File: src/rtl/host_mem_rd_burst_splitter_if.sv
// Avalon-MM read-only bus bundle. The DUT receives kernel requests on a
// slave port and issues split sub-bursts on a master port.
interface host_mem_rd_burst_splitter_if #(
   parameter int ADDR_W  = 48,
   parameter int DATA_W  = 512,
   parameter int BURST_W = 11
);
   // A request transfers on a rising clk when read=1 and waitrequest=0;
   // the requester holds read/address/burstcount stable while waitrequest=1.
   // Read data has no backpressure: each readdatavalid cycle is one beat.
   logic [ADDR_W-1:0]  address;
   logic [BURST_W-1:0] burstcount;
   logic               read;
   logic               waitrequest;
   logic [DATA_W-1:0]  readdata;
   logic               readdatavalid;

   modport master (
      output address, burstcount, read,
      input  waitrequest, readdata, readdatavalid
   );

   modport slave (
      input  address, burstcount, read,
      output waitrequest, readdata, readdatavalid
   );
endinterface

File: src/rtl/host_mem_rd_burst_splitter.sv
// Splits arbitrary-length read bursts into sub-bursts of at most MAX_BURST
// beats that never cross a PAGE_BYTES boundary; returns data one cycle later.
module host_mem_rd_burst_splitter #(
   parameter int ADDR_W     = 48,
   parameter int DATA_W     = 512,
   parameter int UP_BURST_W = 11,
   parameter int DN_BURST_W = 6,
   parameter int MAX_BURST  = 32,
   parameter int PAGE_BYTES = 4096
) (
   input  logic                      clk,
   input  logic                      reset_n,
   host_mem_rd_burst_splitter_if.slave  s_bus,
   host_mem_rd_burst_splitter_if.master m_bus,
   output logic [31:0]               split_count,
   output logic                      err_zero_burst,
   output logic                      dbg_state_o
);
   localparam int LINE_BYTES = DATA_W / 8;
   localparam int LINE_LSB   = $clog2(LINE_BYTES);
   localparam int PAGE_LSB   = $clog2(PAGE_BYTES);
   localparam int PAGE_LINES = PAGE_BYTES / LINE_BYTES;

   typedef enum logic {IDLE = 1'b0, ISSUE = 1'b1} state_e;

   state_e                  state_q;
   logic                    s_wait_q;
   logic                    m_read_q;
   logic [ADDR_W-1:0]       m_addr_q;
   logic [DN_BURST_W-1:0]   m_bc_q;
   logic [UP_BURST_W-1:0]   rem_q;
   logic [31:0]             split_q;
   logic                    err_q;
   logic [DATA_W-1:0]       rdata_q;
   logic                    rvalid_q;

   logic                    s_acc;
   logic                    m_acc;
   logic [ADDR_W-1:0]       addr_first;
   logic [ADDR_W-1:0]       addr_next;
   logic [UP_BURST_W-1:0]   len_first;
   logic [UP_BURST_W-1:0]   len_next;
   logic [UP_BURST_W-1:0]   rem_next;

   // Sub-burst length: min(remaining, MAX_BURST, lines left in this page).
   function automatic logic [UP_BURST_W-1:0] sub_len(
      input logic [ADDR_W-1:0]     addr,
      input logic [UP_BURST_W-1:0] rem
   );
      logic [UP_BURST_W-1:0] page_left;
      logic [UP_BURST_W-1:0] len;
      page_left = UP_BURST_W'(PAGE_LINES) - UP_BURST_W'(addr[PAGE_LSB-1:LINE_LSB]);
      len = rem;
      if (len > UP_BURST_W'(MAX_BURST)) len = UP_BURST_W'(MAX_BURST);
      if (len > page_left) len = page_left;
      return len;
   endfunction

   always_comb begin
      s_acc      = s_bus.read && !s_wait_q;
      m_acc      = m_read_q && !m_bus.waitrequest;
      addr_first = {s_bus.address[ADDR_W-1:LINE_LSB], {LINE_LSB{1'b0}}};
      len_first  = sub_len(addr_first, s_bus.burstcount);
      addr_next  = m_addr_q + (ADDR_W'(m_bc_q) << LINE_LSB);
      rem_next   = rem_q - UP_BURST_W'(m_bc_q);
      len_next   = sub_len(addr_next, rem_next);
   end

   always_ff @(posedge clk or negedge reset_n) begin
      if (!reset_n) begin
         state_q  <= IDLE;
         s_wait_q <= 1'b1;
         m_read_q <= 1'b0;
         m_addr_q <= '0;
         m_bc_q   <= '0;
         rem_q    <= '0;
         split_q  <= '0;
         err_q    <= 1'b0;
         rdata_q  <= '0;
         rvalid_q <= 1'b0;
      end else begin
         err_q    <= 1'b0;
         rdata_q  <= m_bus.readdata;
         rvalid_q <= m_bus.readdatavalid;
         case (state_q)
            IDLE: begin
               s_wait_q <= 1'b0;
               if (s_acc) begin
                  if (s_bus.burstcount == '0) begin
                     err_q <= 1'b1;
                  end else begin
                     state_q  <= ISSUE;
                     s_wait_q <= 1'b1;
                     m_read_q <= 1'b1;
                     m_addr_q <= addr_first;
                     m_bc_q   <= DN_BURST_W'(len_first);
                     rem_q    <= s_bus.burstcount;
                  end
               end
            end
            ISSUE: begin
               if (m_acc) begin
                  split_q <= split_q + 32'd1;
                  if (rem_q == UP_BURST_W'(m_bc_q)) begin
                     state_q  <= IDLE;
                     m_read_q <= 1'b0;
                     s_wait_q <= 1'b0;
                     rem_q    <= '0;
                  end else begin
                     // Next sub-burst goes out back-to-back with no bubble.
                     m_addr_q <= addr_next;
                     m_bc_q   <= DN_BURST_W'(len_next);
                     rem_q    <= rem_next;
                  end
               end
            end
            default: state_q <= IDLE;
         endcase
      end
   end

   assign s_bus.waitrequest   = s_wait_q;
   assign s_bus.readdata      = rdata_q;
   assign s_bus.readdatavalid = rvalid_q;
   assign m_bus.read          = m_read_q;
   assign m_bus.address       = m_addr_q;
   assign m_bus.burstcount    = m_bc_q;
   assign split_count         = split_q;
   assign err_zero_burst      = err_q;
   assign dbg_state_o         = state_q;
endmodule

File: src/flat_wrapper.sv
// flat-port wrapper written by rule: the top's interface ports become plain ports
module host_mem_rd_burst_splitter_flat 
#(
   parameter int ADDR_W     = 48,
   parameter int DATA_W     = 512,
   parameter int UP_BURST_W = 11,
   parameter int DN_BURST_W = 6,
   parameter int MAX_BURST  = 32,
   parameter int PAGE_BYTES = 4096
)
  (clk, reset_n, split_count, err_zero_burst, dbg_state_o, s_bus_address, s_bus_burstcount, s_bus_read, s_bus_waitrequest, s_bus_readdata, s_bus_readdatavalid, m_bus_address, m_bus_burstcount, m_bus_read, m_bus_waitrequest, m_bus_readdata, m_bus_readdatavalid);
  host_mem_rd_burst_splitter_if #(.ADDR_W(ADDR_W), .DATA_W(DATA_W), .BURST_W(UP_BURST_W)) s_bus_i ();
  host_mem_rd_burst_splitter_if #(.ADDR_W(ADDR_W), .DATA_W(DATA_W), .BURST_W(DN_BURST_W)) m_bus_i ();
  input  logic clk;
  input  logic reset_n;
  output logic [31:0] split_count;
  output logic err_zero_burst;
  output logic dbg_state_o;
  input wire logic [$bits(s_bus_i.address)-1:0] s_bus_address;
  input wire logic [$bits(s_bus_i.burstcount)-1:0] s_bus_burstcount;
  input wire logic [$bits(s_bus_i.read)-1:0] s_bus_read;
  output wire logic [$bits(s_bus_i.waitrequest)-1:0] s_bus_waitrequest;
  output wire logic [$bits(s_bus_i.readdata)-1:0] s_bus_readdata;
  output wire logic [$bits(s_bus_i.readdatavalid)-1:0] s_bus_readdatavalid;
  output wire logic [$bits(m_bus_i.address)-1:0] m_bus_address;
  output wire logic [$bits(m_bus_i.burstcount)-1:0] m_bus_burstcount;
  output wire logic [$bits(m_bus_i.read)-1:0] m_bus_read;
  input wire logic [$bits(m_bus_i.waitrequest)-1:0] m_bus_waitrequest;
  input wire logic [$bits(m_bus_i.readdata)-1:0] m_bus_readdata;
  input wire logic [$bits(m_bus_i.readdatavalid)-1:0] m_bus_readdatavalid;
  assign s_bus_i.address = s_bus_address;
  assign s_bus_i.burstcount = s_bus_burstcount;
  assign s_bus_i.read = s_bus_read;
  assign s_bus_waitrequest = s_bus_i.waitrequest;
  assign s_bus_readdata = s_bus_i.readdata;
  assign s_bus_readdatavalid = s_bus_i.readdatavalid;
  assign m_bus_address = m_bus_i.address;
  assign m_bus_burstcount = m_bus_i.burstcount;
  assign m_bus_read = m_bus_i.read;
  assign m_bus_i.waitrequest = m_bus_waitrequest;
  assign m_bus_i.readdata = m_bus_readdata;
  assign m_bus_i.readdatavalid = m_bus_readdatavalid;
  host_mem_rd_burst_splitter #(.ADDR_W(ADDR_W), .DATA_W(DATA_W), .UP_BURST_W(UP_BURST_W), .DN_BURST_W(DN_BURST_W), .MAX_BURST(MAX_BURST), .PAGE_BYTES(PAGE_BYTES)) u_core (.clk(clk), .reset_n(reset_n), .s_bus(s_bus_i), .m_bus(m_bus_i), .split_count(split_count), .err_zero_burst(err_zero_burst), .dbg_state_o(dbg_state_o));
endmodule
File: config.mk
export PLATFORM = sky130hd
export DESIGN_NAME = host_mem_rd_burst_splitter_flat
export DESIGN_NICKNAME = d
export VERILOG_FILES = /design/src/rtl/host_mem_rd_burst_splitter_if.sv /design/src/rtl/host_mem_rd_burst_splitter.sv /design/src/flat_wrapper.sv
export SDC_FILE = /design/constraint.sdc
export NUM_CORES = 1
export LEC_CHECK = 0
export ABC_AREA = 1
export CORE_AREA = 2 2 460 462
export DETAILED_ROUTE_END_ITERATION = 10
export DIE_AREA = 0 0 462 464
export DONT_BUFFER_PORTS = 1
export PLACE_DENSITY = 0.3
export REMOVE_ABC_BUFFERS = 1
export SLEW_MARGIN = 0
export SYNTH_ARGS = -nofsm -noshare
export SYNTH_HDL_FRONTEND = slang
export SYNTH_SLANG_ARGS = --single-unit
File: constraint.sdc
create_clock -name clk -period 3.5 [get_ports clk]
set_clock_uncertainty 0.1 [all_clocks]
set_input_delay 0.7 -clock clk [delete_from_list [all_inputs] [get_ports clk]]
set_output_delay 0.7 -clock clk [all_outputs]
set_load 0.05 [all_outputs]
After elaboration in Yosys (flattened, before gate mapping)
Index checks and enable logic that the tools add are counted.
{"block": "totals", "reg_bits": 614, "output_inout_bits": 603}
{"block": "classes", "mux": 33, "bitwise": 1, "reduce_logical": 10, "order_cmp": 4, "addsub": 5, "eq_ne": 6}
{"op": "$mux W48", "count": 4}
{"op": "$pmux W48 S2", "count": 1}
{"op": "$mux W11", "count": 6}
{"op": "$add A48 B12 Y48", "count": 1}
{"op": "$mux W6", "count": 6}
{"op": "$add A32 B1 Y32 const B", "count": 1}
{"op": "$gt A11 B11 Y1", "count": 2}
{"op": "$gt A11 B6 Y1 const B", "count": 2}
{"op": "$pmux W11 S2", "count": 1}
{"op": "$sub A7 B6 Y8 const A", "count": 2}
{"op": "$pmux W6 S2", "count": 1}
{"op": "$eq A11 B6 Y1", "count": 1}
{"op": "$logic_not A11 Y1", "count": 1}
{"op": "$mux W1", "count": 11}
{"op": "$sub A11 B6 Y11", "count": 1}
{"op": "$ne A2 B2 Y1 const B", "count": 4}
{"op": "$reduce_and A4 Y1", "count": 2}
{"op": "$pmux W1 S2", "count": 3}
{"op": "$reduce_and A2 Y1", "count": 2}
{"op": "$reduce_and A3 Y1", "count": 1}
{"op": "$logic_and A1 B1 Y1", "count": 2}
{"op": "$logic_not A1 Y1", "count": 2}
{"op": "$ne A2 B1 Y1 const B", "count": 1}
{"op": "$not A1 Y1", "count": 1}

Depth between registers and ports, before layout
{"block": "depth", "word_depth": 8, "depth_mapped": 26}

Worst setup path after synthesis
Ideal clock, no wire load.
{"block": "synth_path", "path_kind": "flip-flop to flip-flop", "start": "reg u_core.m_bc_q[0], in the netlist u_core.m_bus.burstcount[0]", "end": "reg u_core.m_bc_q[5], in the netlist u_core.m_bus.burstcount[5]", "setup_ns": 0.078, "arrival_time_ns": 3.361, "path_slack_ns": -0.038, "stages_incl_launch_ff": 25, "period_less_slack_ns": 3.538, "cell_sequence": "dfrtp_1 -> ha_1 -> fa_1 -> inv_1 -> nand2_1 -> nand2_1 -> nand3_2 -> nand2_1 -> nand2_1 -> nand2_1 -> nand2_1 -> nor2_2 -> nand3_1 -> inv_1 -> ha_1 -> a21o_1 -> a21oi_1 -> nand2_1 -> nand2_1 -> inv_1 -> nand3_1 -> nand2_1 -> inv_1 -> nand2_1 -> a21oi_1"}
{"block": "synth_between", "elab_chain_len": 8, "elab_cells_between_ends": 13, "classes_between": "add/sub (3); order compare (2); eq/ne (2); mux (5); reduce/logical (1)"}
{"element": "from (decl)", "line": "host_mem_rd_burst_splitter.sv:30", "source": "logic [DN_BURST_W-1:0] m_bc_q;"}
{"element": "from (signal assigned)", "line": "host_mem_rd_burst_splitter.sv:96", "source": "m_bc_q <= DN_BURST_W'(len_first);"}
{"element": "from (signal assigned)", "line": "host_mem_rd_burst_splitter.sv:112", "source": "m_bc_q <= DN_BURST_W'(len_next);"}
{"element": "parallel branches: the longest is 8 deep, another holds $add A48 B12 Y48"}
Several ways; the timed one is not identified. The select of a mux whose other input is x is not followed.
A chain may end at the register's enable or synchronous reset.

Final worst setup path
{"block": "layout_path", "start": "reg u_core.m_bc_q[0], in the netlist u_core.m_bus.burstcount[0]", "end": "reg u_core.m_bc_q[1], in the netlist u_core.m_bus.burstcount[1]"}
The elaborated chain is that of the path after synthesis.

==> results.yml <==
global_route:
  grt_pass1_wl_um: 203000
  gr-usage-met3_pct: 10.7
  gr-usage-met1_pct: 14.1
  overflow: 0
  grt_busiest_layer: "met2"
  grt_pass1_vias: 16800
  antenna_found_initial: 170
  grt_max_degree: 609
  grt_usage_pct: 15.1
  met2_usage_pct: 25.1
synthesis:
  synth_fa_ha_area_share_pct: 2.00
  syn_area_um2: 20200
  synth_edf_count: 0
  ys_top_cells_by_area: "dfrtp_1 (75%), nand2_1 (5.2%), inv_1 (2.6%), nand3_1 (2.6%), nor2_1 (2.1%)"
  synthArstFlopShare_pct: 100
  synth_cell_types: 44
  yosys_warnings: 0
  avgSynthCellArea_um2: 12.7
  synth_seq_cells: 608
  synth-xor-area-share_pct: 1.96
  synth_top_family_by_area: "simple AND/OR/NAND/NOR gates"
  synthMuxAreaShare_pct: 0
  synth_cells: 1588
  yosys.area.top_type: "dfrtp_1"
  synth_simple_gate_area_share_pct: 13.1
  yosysSeqAreaShare_pct: 75.5
  synth_top_flop_cell: "dfrtp_1"
  yosys.area.top_type_share_pct: 75.4
  synth_compound_area_share_pct: 4.05
outcome:
  status: "complete, no violations"
placed_design:
  io_buffers: 0
  hpwlAfterDp_um: 142000
  dpl_worst_slack_ps: -144
  dp.cells: 4479
  place_area_um2: 24400
  gp_congestion: 0.926
layout:
  seq_area_um2: 15200
  design_area_um2: 33500
  instances_no_fill: 5231
  fill_cells: 23300
  drive_above_1_share_pct: 15.6
  final_common_cell: "dfrtp_1"
  fin_nets: 2916
  mostFrequentLayoutCells: "dfrtp_1 (604), dlygate4sd3_1 (532), nand2_1 (259)"
  area_delta_synth_final_pct: 66.1
  multi_input_area_um2: 4620
detailed_routing:
  drt-initial-drc-count: 989
  vias_per_cell: 3.06
  wire_per_inst_um: 31.8
  first_pass_iters: 5
  routed_wl_um: 166000
  drt.antenna.violating_nets: 0
  drc: 0
  vias: 16000
timing:
  relSlewSlack_pct: 26.5
  tightest_slew_ps: 1100
  fmax_mhz: 297
  fin_tns_setup_ps: 0
  setup_slack_ps: 139
  fin_crit_sh_pct: 96.0
  drv_slew: 0
  hold_viol_final: 0
  finalSetupViolCount: 0
  min_period_ps: 3360
  rsz0062_at_grt: "yes"
critical_path:
  startpoint_type: "register"
  critPathMaxFanout: 6
  end_kind: "register"
  required_ps: 4020
  critPathArrivalTime_ps: 3890
  criticalPathCategory: "reg2reg"
clock_network:
  htreeDepth: 3
  cts_tree: "built"
  clk_pin_slew_ps: 60
  numCtsBuffers: 85
  cts_root_buffer: "clkbuf_16"
  clock_sinks: 608
  clk_latency_ps: 710
  cts_buffer_depth: 3
power_and_ir_drop:
  peakVddDrop_uv: 355
  p_int_uw: 13400
  combPwrFrac_pct: 4.4
  p_seq_share_pct: 46.3
  swShare_pct: 30.4
  leakagePower_uw: 0.0141
  clockPowerShare_pct: 49.3
  netSwitchingPower_uw: 5870
  power.density_nw_per_um2: 577
floorplan:
  die_height_um: 464
  placeableCoreArea_um2: 209000
  num_rows: 168
  ioPinCount: 1179
  dieArea_um2: 214000
  initial_core_util_pct: 9.64
  die_w_um: 462
hold_path:
  hp-class: "in2reg"
flow_run:
  maxCapViolCount: 0
## logic make-up (layout without fill, tap and decap cells)
| logic type | count (synthesis) | after routing |
|---|---|---|
| AO/OA/AOI/OAI | 145 | 145 |
| buffers and inverters | 171 | 953 |
| adder cells (fa/ha/maj) | 31 | 31 |
| other | 1 | 57 |
| AND/OR/NAND/NOR | 587 | 587 |
| XOR/XNOR | 45 | 45 |
| flip-flops | 608 | 608 |
## worst max-delay path, cell delays in order, from the launching register on
cell     delay (ps)
dfrtp_2         440
buf_12          170
ha_4            170
fa_2            400
buf_6           140
nand3_4          50
nand3_4          90
xor2_2          160
nand4_1         140
or2_4           290
ha_4            240
a21o_1          180
a21oi_2          90
nand2_1          60
nand2_2         100
buf_6           130
o21ai_1          60
inv_1            90
nand2_1          60
a21oi_2         110
## state kept, by name, indices dropped and copies added (netlist names)
| name | cells |
|---|---|
| u_core.dbg_state_o | 1 |
| u_core.err_zero_burst | 1 |
| u_core.m_bus.address | 42 |
| u_core.m_bus.burstcount | 6 |
| u_core.m_bus.read | 1 |
| u_core.rem_q | 11 |
| u_core.s_bus.readdata | 512 |
| u_core.s_bus.readdatavalid | 1 |
| u_core.s_bus.waitrequest | 1 |
| u_core.split_count | 32 |
## metrics by stage
step	hold slack, ps	power [uW]	utilization (%)
3_3_place_gp	319	9180	11.7
2_1_floorplan	304	8690	-
6_report	109	19300	16.0
5_1_grt	63.4	20100	16.0
3_5_place_dp	315	9170	11.7
4_1_cts	-519	19600	15.7
## Yosys cell counts (9+ instances only)
library cell,number
ha_1,29
dfrtp_1,607
nand3_1,103
nand2_1,277
o21ai_0,51
inv_1,138
nor3_1,25
clkbuf_1,12
o211ai_1,15
xnor2_1,18
a22oi_1,9
a21oi_1,50
nor2_1,111
xor2_1,27
nand4_1,28
## power groups by stage
stage | clock network [uW] | logic (uW) | registers [uW]
floorplan | 0 | 48.9 | 8640
global placement | 0 | 63.8 | 9120
detailed placement | 0 | 63.2 | 9100
CTS | 9960 | 701 | 8980
global route | 10200 | 916 | 8980
finish | 9520 | 843 | 8940
## metal layers
| layer | vias to the layer above | routed length, um |
|---|---|---|
| met4 | 120 | 7100 |
| met5 | - | 1250 |
| li1 | 6650 | - |
| met1 | 7800 | 53100 |
| met3 | 386 | 25800 |
| met2 | 1051 | 79200 |
## repair_timing
item | 4_1_cts | 5_1_grt
hold endpoints to repair | 1139 | 136
gates resized for setup | 8 | 82
hold buffers | 531 | 2
pin swaps | 1 | 36
buffers inserted | 0 | 12
setup endpoints to repair | 6 | 6
## area by class of cell
cell class	instances	share of cell area, %
timing repair buffer	657	19.1
inverter	141	1.59
clock inverter	49	2.14
clock buffer	106	6.98
tap	2805	10.5
antenna	49	0.366
sequential	608	45.5
multi-input combinational	816	13.8
## final timing paths
path                                                        start                                     end  cells after the start  slack, ps
max                        u_core.m_bus.burstcount[0]$_DFFE_PN0P_  u_core.m_bus.burstcount[1]$_DFFE_PN0P_                     19        140
min                                                    s_bus_read         u_core.err_zero_burst$_DFF_PN0_                      2        110
max reg2reg                u_core.m_bus.burstcount[0]$_DFFE_PN0P_  u_core.m_bus.burstcount[1]$_DFFE_PN0P_                     19        140
min reg2reg                           u_core.rem_q[3]$_DFFE_PN0P_             u_core.rem_q[3]$_DFFE_PN0P_                      2        390
max in group asynchronous                                 reset_n    u_core.m_bus.address[36]$_DFFE_PN0P_                      4        500
min in group asynchronous                                 reset_n     u_core.s_bus.readdata[93]$_DFF_PN0_                      2        520
No activity file was read; power rests on OpenSTA's default activity.
